### config.mk
export PLATFORM = sky130hd
export DESIGN_NAME = mouse_cmd_arbiter
export DESIGN_NICKNAME = d
export VERILOG_FILES = /design/src/rtl/mouse_cmd_arbiter.sv
export SDC_FILE = /design/constraint.sdc
export NUM_CORES = 1
export LEC_CHECK = 0
export CORE_MARGIN = 2
export CORE_UTILIZATION = 51
export DETAILED_ROUTE_END_ITERATION = 10
export DONT_BUFFER_PORTS = 1
export PLACE_DENSITY = 0.66
export SLEW_MARGIN = 30
export SYNTH_ARGS = -nofsm -noshare
export SYNTH_HDL_FRONTEND = slang
export SYNTH_SLANG_ARGS = --single-unit
### constraint.sdc
create_clock -name CLK -period 4.4 [get_ports CLK]
set_clock_uncertainty 0.15 [all_clocks]
set_input_delay 0.88 -clock CLK [delete_from_list [all_inputs] [get_ports CLK]]
set_output_delay 0.88 -clock CLK [all_outputs]
set_load 0.01 [all_outputs]
### src/rtl/mouse_cmd_arbiter.sv
// mouse_cmd_arbiter: round-robin sharing of one PS/2 mouse transmitter/receiver pair between two command requesters.
// Optional macro MOUSE_ARB_RETRY_EN: on a resend request the latched byte is re-sent up to MAX_RETRY times.
module mouse_cmd_arbiter #(
   parameter int unsigned ACK_TIMEOUT = 2000000,
   parameter int unsigned MAX_RETRY   = 3,
   parameter logic [7:0]  ACK_BYTE    = 8'hFA,
   parameter logic [7:0]  RESEND_BYTE = 8'hFE
) (
   input  logic       CLK,
   input  logic       RESET,
   input  logic       REQ0_VALID,
   input  logic [7:0] REQ0_BYTE,
   output logic       REQ0_GRANT,
   output logic       REQ0_DONE,
   input  logic       REQ1_VALID,
   input  logic [7:0] REQ1_BYTE,
   output logic       REQ1_GRANT,
   output logic       REQ1_DONE,
   output logic [1:0] DONE_STATUS,
   output logic       BUSY,
   output logic       SEND_BYTE,
   output logic [7:0] BYTE_TO_SEND,
   input  logic       BYTE_SENT,
   output logic       READ_ENABLE,
   input  logic       BYTE_READY,
   input  logic [7:0] BYTE_READ,
   input  logic [1:0] BYTE_ERROR_CODE
);

   localparam int unsigned TW = $clog2(ACK_TIMEOUT + 1);

   typedef enum logic [2:0] {S_IDLE, S_SEND, S_WAIT_SENT, S_WAIT_ACK, S_DONE} state_t;

   state_t          r_state;
   state_t          w_next;
   logic [1:0]      w_status;
   logic            w_pick;
   logic            w_expire;
   logic [TW-1:0]   r_timer;
   logic            r_owner;
   logic            r_last;
   logic [7:0]      r_byte;
   logic [1:0]      r_status;
   logic            r_send_byte, r_grant0, r_grant1, r_done0, r_done1, r_busy, r_read_en;
   logic            w_send_byte_d, w_grant0_d, w_grant1_d, w_done0_d, w_done1_d, w_busy_d, w_read_en_d;

`ifdef MOUSE_ARB_RETRY_EN
   localparam int unsigned RW = (MAX_RETRY > 0) ? $clog2(MAX_RETRY + 1) : 1;
   logic [RW-1:0]   r_retry;
   logic            w_can_retry;
   assign w_can_retry = (r_retry < RW'(MAX_RETRY));
`else
   logic            w_unused_retry;
   assign w_unused_retry = ^MAX_RETRY;
`endif

   // Single requester wins outright; on contention the one not served last wins
   assign w_pick   = (REQ0_VALID && REQ1_VALID) ? ~r_last : REQ1_VALID;
   assign w_expire = (r_timer <= TW'(1));

   always_ff @(posedge CLK or posedge RESET) begin
      if (RESET) r_state <= S_IDLE;
      else       r_state <= w_next;
   end

   always_comb begin
      w_next   = r_state;
      w_status = 2'b00;
      case (r_state)
         S_IDLE:      if (REQ0_VALID || REQ1_VALID) w_next = S_SEND;
         S_SEND:      w_next = S_WAIT_SENT;
         S_WAIT_SENT: begin
            if (BYTE_SENT) w_next = S_WAIT_ACK;
            else if (w_expire) begin
               w_next   = S_DONE;
               w_status = 2'b10;
            end
         end
         S_WAIT_ACK: begin
            if (BYTE_READY) begin
               w_next = S_DONE;
               if (BYTE_ERROR_CODE != 2'b00)    w_status = 2'b11;
               else if (BYTE_READ == ACK_BYTE)  w_status = 2'b00;
               else if (BYTE_READ == RESEND_BYTE) begin
`ifdef MOUSE_ARB_RETRY_EN
                  if (w_can_retry) w_next   = S_SEND;
                  else             w_status = 2'b01;
`else
                  w_status = 2'b01;
`endif
               end
               else w_status = 2'b01;
            end
            else if (w_expire) begin
               w_next   = S_DONE;
               w_status = 2'b10;
            end
         end
         S_DONE:      w_next = S_IDLE;
         default:     w_next = S_IDLE;
      endcase
   end

   // Output values for the state being entered; registered below so they line up with it
   always_comb begin
      w_send_byte_d = 1'b0;
      w_grant0_d    = 1'b0;
      w_grant1_d    = 1'b0;
      w_done0_d     = 1'b0;
      w_done1_d     = 1'b0;
      w_busy_d      = 1'b0;
      w_read_en_d   = 1'b0;
      w_send_byte_d = (w_next == S_SEND);
      w_grant0_d    = (r_state == S_IDLE) && (w_next == S_SEND) && !w_pick;
      w_grant1_d    = (r_state == S_IDLE) && (w_next == S_SEND) &&  w_pick;
      w_done0_d     = (w_next == S_DONE) && !r_owner;
      w_done1_d     = (w_next == S_DONE) &&  r_owner;
      w_busy_d      = (w_next != S_IDLE);
      w_read_en_d   = (w_next == S_WAIT_ACK);
   end

   always_ff @(posedge CLK or posedge RESET) begin
      if (RESET) begin
         r_send_byte <= 1'b0;
         r_grant0    <= 1'b0;
         r_grant1    <= 1'b0;
         r_done0     <= 1'b0;
         r_done1     <= 1'b0;
         r_busy      <= 1'b0;
         r_read_en   <= 1'b0;
         r_status    <= 2'b00;
         r_byte      <= 8'h00;
         r_owner     <= 1'b0;
         r_last      <= 1'b1;
         r_timer     <= '0;
      end else begin
         r_send_byte <= w_send_byte_d;
         r_grant0    <= w_grant0_d;
         r_grant1    <= w_grant1_d;
         r_done0     <= w_done0_d;
         r_done1     <= w_done1_d;
         r_busy      <= w_busy_d;
         r_read_en   <= w_read_en_d;
         if (w_next == S_DONE) r_status <= w_status;
         if (r_state == S_IDLE && w_next == S_SEND) begin
            r_owner <= w_pick;
            r_byte  <= w_pick ? REQ1_BYTE : REQ0_BYTE;
         end
         if (r_state == S_DONE) r_last <= r_owner;
         if ((w_next == S_WAIT_SENT && r_state != S_WAIT_SENT) ||
             (w_next == S_WAIT_ACK  && r_state != S_WAIT_ACK))
            r_timer <= TW'(ACK_TIMEOUT);
         else if (r_timer != '0)
            r_timer <= r_timer - TW'(1);
      end
   end

`ifdef MOUSE_ARB_RETRY_EN
   always_ff @(posedge CLK or posedge RESET) begin
      if (RESET)                                         r_retry <= '0;
      else if (r_state == S_IDLE)                        r_retry <= '0;
      else if (r_state == S_WAIT_ACK && w_next == S_SEND) r_retry <= r_retry + RW'(1);
   end
`endif

   assign SEND_BYTE    = r_send_byte;
   assign BYTE_TO_SEND = r_byte;
   assign REQ0_GRANT   = r_grant0;
   assign REQ1_GRANT   = r_grant1;
   assign REQ0_DONE    = r_done0;
   assign REQ1_DONE    = r_done1;
   assign DONE_STATUS  = r_status;
   assign BUSY         = r_busy;
   assign READ_ENABLE  = r_read_en;

endmodule
==> results of run 1 <==
==> state kept, by name (all words and copies together), names as in the netlist <==
| register | count |
|---|---|
| REQ0_GRANT | 1 |
| BUSY | 1 |
| REQ1_GRANT | 1 |
| r_timer | 21 |
| r_owner | 1 |
| r_state | 3 |
| BYTE_TO_SEND | 8 |
| REQ1_DONE | 1 |
| SEND_BYTE | 1 |
| REQ0_DONE | 1 |
| r_last | 1 |
| DONE_STATUS | 2 |
| READ_ENABLE | 1 |
==> layout by cell type (no fill, tap or decap), types with 3 or more instances in the layout <==
master | synthesis | final
ha_1 | 3 | 3
nand2b_1 | 5 | 5
nor3_1 | 5 | 4
dfrtp_1 | 42 | 42
o31ai_1 | 7 | 7
buf_4 | 1 | 3
nand4b_1 | 3 | 3
nand2_1 | 17 | 17
or3_1 | 11 | 11
nor2_1 | 12 | 12
or2_2 | 3 | 3
clkbuf_8 | 0 | 5
nand3_1 | 5 | 5
mux2i_1 | 11 | 11
nor2b_1 | 6 | 6
nand3b_1 | 4 | 4
inv_1 | 8 | 8
o41ai_1 | 3 | 3
nor4_1 | 6 | 6
or4_1 | 10 | 10
o21ai_0 | 14 | 13
a21oi_1 | 14 | 14
==> cell type report <==
| type | instances | area [um2] | area share [%] |
|---|---|---|---|
| Sequential cell | 43 | 1077 | 45.99 |
| Multi-Input combinational cell | 157 | 1017 | 43.43 |
| Clock buffer | 6 | 72.57 | 3.098 |
| Tap cell | 50 | 62.56 | 2.671 |
| Clock inverter | 2 | 60.06 | 2.564 |
| Inverter | 8 | 30.03 | 1.282 |
| Timing Repair Buffer | 3 | 22.52 | 0.9615 |
==> metal layers <==
metal,wire [um],global-route usage [%]
met4,72,8.061
met2,2123,29.59
met1,1850,24.90
met3,279,7.267
met5,0,0
==> critical path, delay by kind of cell (launching register included) <==
family        cells  cell delay, ns
simple gates      5            1.72
buf+inv           1            0.31
flops             1            0.44
==> metrics by stage <==
stage | instance area (um2) | hold slack, ns | std cells | setup WS, ns
6_report | 2342 | 0.3474 | 269 | 1.645
5_1_grt | 2342 | 0.3820 | 269 | 1.446
4_1_cts | 2338 | 0.3498 | 269 | 1.651
3_5_place_dp | 2206 | 0.3365 | 261 | 1.664
3_3_place_gp | 2202 | 0.3308 | 261 | 1.735
2_1_floorplan | 2167 | 0.2813 | 219 | 1.793
==> logic make-up after synthesis <==
kind of cell / share of synthesized area (%)
AOI/OAI and AO/OA: 14.49
xor gates and xnor gates: 0.4042
adders and majority gates: 1.732
buffers and inverters: 3.926
DFF: 49.71
muxes: 5.601
and+or+nand+nor: 24.13
==> worst paths after layout <==
kind	slack [ns]	to	from
worst max register to register	1.65	r_timer[17]	r_timer[4]
min in group asynchronous	0.44	BYTE_TO_SEND[0]	RESET
worst min register to register	0.35	REQ0_DONE	r_owner
worst min-delay path	0.35	REQ0_DONE	r_owner
max in group asynchronous	2.89	r_timer[10]	RESET
worst max-delay path	1.65	r_timer[17]	r_timer[4]
==> power by group <==
group | internal (uW) | switching [uW] | total, uW
logic | 176 | 264 | 440
clock network | 227 | 131 | 358
registers | 525 | 146 | 671
==> flow_summary.json, run 1 <==
{
  "grt_max_degree": 28,
  "holdBufCountCts": 0,
  "hold-path-cell-count": 1,
  "ys_async_sr_fraction_pct": 100.0,
  "ys_warn_count": 0,
  "power_uw": 1469,
  "die_w_um": 69.19,
  "ant_nets": 0,
  "critical_path_class": "register to register",
  "powerDensity_nw_per_um2": 627.1,
  "start_util_pct": 53.41,
  "hold_class": "register to register",
  "drc": 0,
  "worst_pin_slew_ns": 0.7170,
  "slowest_stage": "or4_1",
  "postRouteWirelength_um": 4325,
  "post_cts_buffers": 0,
  "synth_area_leader_cell": "dfrtp_1",
  "syn_nets": 254,
  "final_core_util_pct": 57.72,
  "drive_above_1_share_pct": 9.589,
  "cp-end-kind": "register",
  "wl_per_cell_um": 16.08,
  "avgSynthCellArea_um2": 9.895,
  "clock_latency_ns": 0.29,
  "fp-row-count": 23,
  "vias_per_cell": 6.212,
  "period_needed_ns": 2.755,
  "final_hold_viol_count": 0,
  "root_buffer": "clkbuf_8",
  "grt_pass1_vias": 1647,
  "fmax_mhz": 363.0,
  "synth_top_area_share_pct": 48.50,
  "netlist_instances": 219,
  "slew_headroom_pct": 52.14,
  "synth_area_leaders": "dfrtp_1 48%, mux2i_1 5.1%, or4_1 3.5%",
  "antenna_cells": 0,
  "yosys_most_used_dff": "dfrtp_1",
  "grt_pass1_wl_um": 7562,
  "grt-ovfl-total": 0,
  "clkTransAtPathRegs_ns": 0.08,
  "vias": 1671,
  "synth_common_cells": "42 x dfrtp_1, 17 x nand2_1, 14 x a21oi_1, 14 x o21ai_0, 12 x nor2_1",
  "firstDrtPassIters": 5,
  "cpMostUsedCell": "or4_1",
  "reg2regPathDepth": 6,
  "finalWeightedCongestion": 0.9308,
  "slowest_delay_ns": 0.64,
  "synth_seq_cells": 43,
  "cp-start-kind": "register",
  "cts_buffers": 5,
  "hpwl_um": 3062,
  "finalSetupViolCount": 0,
  "dr.first_iter.drc_count": 135,
  "cts.repair.resized": 0,
  "yosys.cell_count.top_type": "dfrtp_1",
  "worstPathMaxFanout": 27,
  "cts.sinks": 43,
  "synth_cell_types": 42,
  "required_ns": 4.41,
  "tns_ns": 0,
  "max-clock-path-buffers": 2,
  "crit_chain": "or4_1 > or4_4 > nor3_2 > buf_4 > or4_1 > nand3_1",
  "core_area_um2": 4058,
  "dieArea_um2": 4787,
  "grt_setup_unrepaired": "no",
  "timing.final.crit_share_pct": 62.61,
  "ys_seq_area_share_pct": 49.71,
  "ir_drop_mv": 0.3618,
  "io_pins": 49,
  "fp.dieH_um": 69.19,
  "antenna_found_initial": 0,
  "slew_viol_final": 0,
  "fillerInstances": 341,
  "io_buffer_count": 0,
  "synth-edff-count": 0,
  "drv_cap": 0,
  "status": "finished, final reports clean",
  "p_leak_uw": 0.0009570,
  "cts-htree-levels": 2,
  "grt_use_total_pct": 19.41,
  "netlist_area_um2": 2167,
  "tritoncts": "done",
  "arrival_ns": 2.77,
  "final_nets": 253,
  "area_growth_pct": 8.083
}
(Power assumes the default switching activity.)
==> run 2, diff against run 1 <==
clock period = 2.69 ns   (was 4.4 ns; I/O delays follow)
==> run 2 against run 1 <==
Against the previous run: setup slack worse by 1.5 ns; cell count grew 2.6%; core utilization rose by 1.1 points; hold slack got worse by 0.34 ns.
==> flow_summary.json, run 2 (same netlist as run 1, synthesis figures left out) <==
{
  "root_buffer": "clkbuf_8",
  "slew_viol_final": 0,
  "status": "finished, final reports clean",
  "io_buffer_count": 0,
  "firstDrtPassIters": 7,
  "final_hold_viol_count": 0,
  "reg2reg_to": "r_timer[15]",
  "cts.sinks": 43,
  "period_needed_ns": 2.590,
  "reg2regPathDepth": 5,
  "finalSetupViolCount": 0,
  "tritoncts": "done",
  "timing.final.crit_share_pct": 96.27,
  "wl_per_cell_um": 16.84,
  "antenna_cells": 0,
  "p_leak_uw": 0.0009792,
  "vias": 1685,
  "fp-row-count": 23,
  "finalWeightedCongestion": 0.8111,
  "dieArea_um2": 4787,
  "vias_per_cell": 6.105,
  "cp-start-kind": "register",
  "rrSetupSlack_ns": 0.10,
  "grt_use_total_pct": 19.76,
  "io_pins": 49,
  "netSwitchingPower_uw": 926.5,
  "powerDensity_nw_per_um2": 967.1,
  "drv_cap": 0,
  "crit_chain": "or4_4 > or4_4 > or3_4 > a311oi_1 > a41oi_1",
  "cts.repair.resized": 0,
  "antenna_found_initial": 0,
  "slowest_stage": "or4_4",
  "final_nets": 260,
  "tns_ns": 0,
  "slowest_delay_ns": 0.56,
  "fmax_mhz": 386.2,
  "clkPwrFrac_pct": 18.9,
  "hold_class": "input pin to asynchronous set/reset pin",
  "cp-end-kind": "register",
  "p_int_uw": 1383,
  "slew_headroom_pct": 64.89,
  "grt_pass1_vias": 1628,
  "worst_pin_slew_ns": 0.5261,
  "cts-htree-levels": 2,
  "die_w_um": 69.19,
  "worstPathMaxFanout": 7,
  "clkTransAtPathRegs_ns": 0.08,
  "fillerInstances": 344,
  "top_register": "r_timer",
  "drive_above_1_share_pct": 12.83,
  "largest_reg_flops": 21,
  "ir_drop_mv": 0.5279,
  "grt-ovfl-total": 0,
  "core_area_um2": 4058,
  "pwr-share-comb_pct": 33.4,
  "grt_pass1_wl_um": 7645,
  "arrival_ns": 2.60,
  "dr.first_iter.drc_count": 124,
  "grt_max_degree": 32,
  "fp.dieH_um": 69.19,
  "mostFrequentLayoutCells": "42 x dfrtp_1, 17 x nand2_1, 14 x a21oi_1, 13 x o21ai_0, 12 x nor2_1",
  "post_cts_buffers": 0,
  "area_growth_pct": 10.22,
  "swShare_pct": 40.11,
  "final_core_util_pct": 58.87,
  "drc": 0,
  "grt_setup_unrepaired": "no",
  "crit_family": "simple AND/OR/NAND/NOR gates",
  "cp_num_buf_inv": 0,
  "critical_path_class": "register to register",
  "postRouteWirelength_um": 4647,
  "start_util_pct": 53.41,
  "final_common_cell": "dfrtp_1",
  "holdBufCountCts": 0,
  "seq_power_share_pct": 47.7,
  "max-clock-path-buffers": 2,
  "crit-reg2reg-launch": "r_timer[5]",
  "required_ns": 2.70,
  "cts_buffers": 5,
  "cpMostUsedCell": "or4_4",
  "hpwl_um": 3230,
  "ant_nets": 0,
  "clock_latency_ns": 0.30
}
==> run 2: per-stage QoR <==
step           instances  worst slack, ns  area, um2  power [uW]  hold slack, ns
3_5_place_dp         267          0.03831       2272        1866          0.3334
4_1_cts              275          0.02484       2371        2299         0.01341
2_1_floorplan        219          0.08257       2167        1637          0.2813
6_report             276           0.1004       2389        2310        0.007645
5_1_grt              276         0.008624       2389        2490         0.03971
3_3_place_gp         267          0.09147       2272        1817          0.3287
==> run 2: how the worst max path moves through the flow <==
| stage | from | cells past startpoint | slack [ns] | to |
|---|---|---|---|---|
| 2_1_floorplan | r_timer[4] | 7 | 0.08 | r_timer[20] |
| 3_3_place_gp | r_timer[10] | 5 | 0.09 | r_timer[15] |
| 4_1_cts | r_timer[10] | 5 | 0.02 | r_timer[15] |
| 5_1_grt | r_timer[5] | 5 | 0.009 | r_timer[15] |
| 6_report | r_timer[5] | 5 | 0.10 | r_timer[15] |
| 3_5_place_dp | r_timer[10] | 5 | 0.04 | r_timer[15] |
==> run 2: area by class of cell <==
class / count / area [um2] / share of cell area, %
Clock inverter: 2 / 16.27 / 0.6810
Timing Repair Buffer: 9 / 92.59 / 3.876
Clock buffer: 6 / 82.58 / 3.457
Inverter: 8 / 30.03 / 1.257
Sequential cell: 43 / 1077 / 45.10
Tap cell: 50 / 62.56 / 2.619
Multi-Input combinational cell: 158 / 1027 / 43.01
==> run 2: layer usage <==
| layer | vias to the layer above | share of wire [%] | GRT usage, % |
|---|---|---|---|
| met5 | - | 0 | 0 |
| li1 | 820 | - | - |
| met3 | 4 | 4.9 | 4.797 |
| met1 | 816 | 44 | 25.45 |
| met4 | 0 | 1.1 | 6.972 |
| met2 | 45 | 50 | 32.59 |
==> run 2: power groups by stage <==
stage               Combinational, uW  Clock [uW]  Sequential [uW]
finish                            772         437             1100
global route                      882         474             1130
CTS                               760         447             1090
detailed placement                767           0             1100
global placement                  723           0             1090
floorplan                         584           0             1050
==> run 3, diff against run 2 <==
REMOVE_ABC_BUFFERS = 1   (was default)
==> run 3 against run 2 <==
Against the previous run: die area is the same; combinational power shrank 1%; via count up 2.7%; sequential share of layout area shrank 0.23 points; final area is 0.63% higher; clock power rose by 15%; register-to-register slack gained 0.02 ns; largest power group unchanged; wire length down 1.4%; global-route usage hardly changed.
==> flow_summary.json, run 3 (same netlist as run 1, synthesis figures left out) <==
{
  "dr.first_iter.drc_count": 39,
  "io_buffer_count": 0,
  "grt_pass1_wl_um": 7783,
  "fin_hold_ws_ns": 0.04708,
  "holdBufCountCts": 0,
  "worst_pin_slew_ns": 0.6247,
  "dieArea_um2": 4787,
  "finalSetupViolCount": 0,
  "final_hold_viol_count": 0,
  "powerDensity_nw_per_um2": 983.2,
  "tritoncts": "done",
  "p_leak_uw": 0.0009842,
  "final_nets": 260,
  "drv_cap": 0,
  "busiest_layer": "met2",
  "cp-end-kind": "register",
  "clkTransAtPathRegs_ns": 0.08,
  "grt_pass1_vias": 1793,
  "gr-usage-met1_pct": 22.81,
  "wl_per_cell_um": 16.60,
  "grt_use_total_pct": 19.75,
  "timing.final.crit_share_pct": 95.59,
  "required_ns": 2.76,
  "final_core_util_pct": 59.24,
  "ant_nets": 0,
  "hpwl_um": 3176,
  "top_register": "r_timer",
  "root_buffer": "clkbuf_8",
  "vias": 1730,
  "critical_path_class": "register to register",
  "rrSetupSlack_ns": 0.12,
  "max-clock-path-buffers": 2,
  "final_common_cell": "dfrtp_1",
  "fp.dieH_um": 69.19,
  "ir_drop_mv": 0.5166,
  "mostFrequentLayoutCells": "41 x dfrtp_1, 17 x nand2_1, 14 x a21oi_1, 13 x o21ai_0, 12 x nor2_1",
  "cp-start-kind": "register",
  "hold_class": "input pin to asynchronous set/reset pin",
  "pre_cts_slack_ns": -0.002125,
  "use_met2_pct": 35.15,
  "cts_buffers": 5,
  "slew_headroom_pct": 58.31,
  "largest_reg_flops": 21,
  "clock_latency_ns": 0.30,
  "cts-htree-levels": 2,
  "worstPathMaxFanout": 6,
  "finalWeightedCongestion": 0.8154,
  "grt-ovfl-total": 0,
  "arrival_ns": 2.64,
  "setup_ws_ns": 0.1186,
  "fp-row-count": 23,
  "drive_above_1_share_pct": 13.27,
  "vias_per_cell": 6.268,
  "start_util_pct": 53.41,
  "grt_setup_unrepaired": "no",
  "postRouteWirelength_um": 4581,
  "status": "finished, final reports clean",
  "firstDrtPassIters": 4,
  "antenna_found_initial": 0,
  "core_area_um2": 4058,
  "fmax_mhz": 388.9,
  "grt_max_degree": 30,
  "die_w_um": 69.19,
  "use_met3_pct": 5.669,
  "antenna_cells": 0,
  "slew_viol_final": 0,
  "io_pins": 49,
  "cts.sinks": 43,
  "period_needed_ns": 2.571,
  "area_growth_pct": 10.91,
  "drc": 0
}
[run 3: layout make-up]
cell class / count / area [um2]
fillers: 366 / 1654
flip-flops and latches: 43 / 1079
multi-input cells: 157 / 1025
repair buffers: 10 / 97.59
clock buffers: 6 / 72.57
well taps: 50 / 62.56
clock inverters: 2 / 37.54
inverters: 8 / 30.03
[run 3: what timing repair did]
item,CTS,global route
endpoints found under the setup margin,1,3
pin swaps,0,1
resized for setup,1,3
gates cloned,0,0
setup buffers,0,3
[run 3: power breakdown]
part	switching, uW	leakage (uW)	internal (uW)
logic	447	0.000412	314
clock network	225	0.0000514	277
registers	240	0.000520	860
[run 3: stage by stage]
step                setup TNS (ns)  total power [uW]  instances  area, um2
detailed placement       -0.002125              1854        265       2257
finish                           0              2363        276       2404
floorplan                   -13.26              1618        208       2112
global route                     0              2540        276       2404
CTS                              0              2354        273       2372
global placement                 0              1808        265       2257
[run 3: path summary, 6_finish.rpt]
path / cells after the start / to / from
min in group CLK: 1 / DONE_STATUS[1] / BYTE_ERROR_CODE[0]
worst min register to register: 1 / REQ0_DONE / r_owner
worst min-delay path: 1 / BYTE_TO_SEND[5] / RESET
worst max-delay path: 6 / r_timer[11] / r_timer[4]
max in group asynchronous: 2 / r_timer[4] / RESET
worst max register to register: 6 / r_timer[11] / r_timer[4]
[run 3: worst max-delay path, stage by stage, from the launching register on]
cell and delay (ns):
dfrtp_2 0.44, or4_4 0.55, buf_4 0.17, or3_1 0.34
or3_1 0.39, or3_1 0.31, a21oi_1 0.15
[run 3: per-layer routing]
layer	part of all wire, %	wire length [um]	vias to the layer above
met2	52	2360	47
li1	-	-	816
met1	42	1930	860
met4	1.1	49	0
met3	5.2	240	7
met5	0	0	-
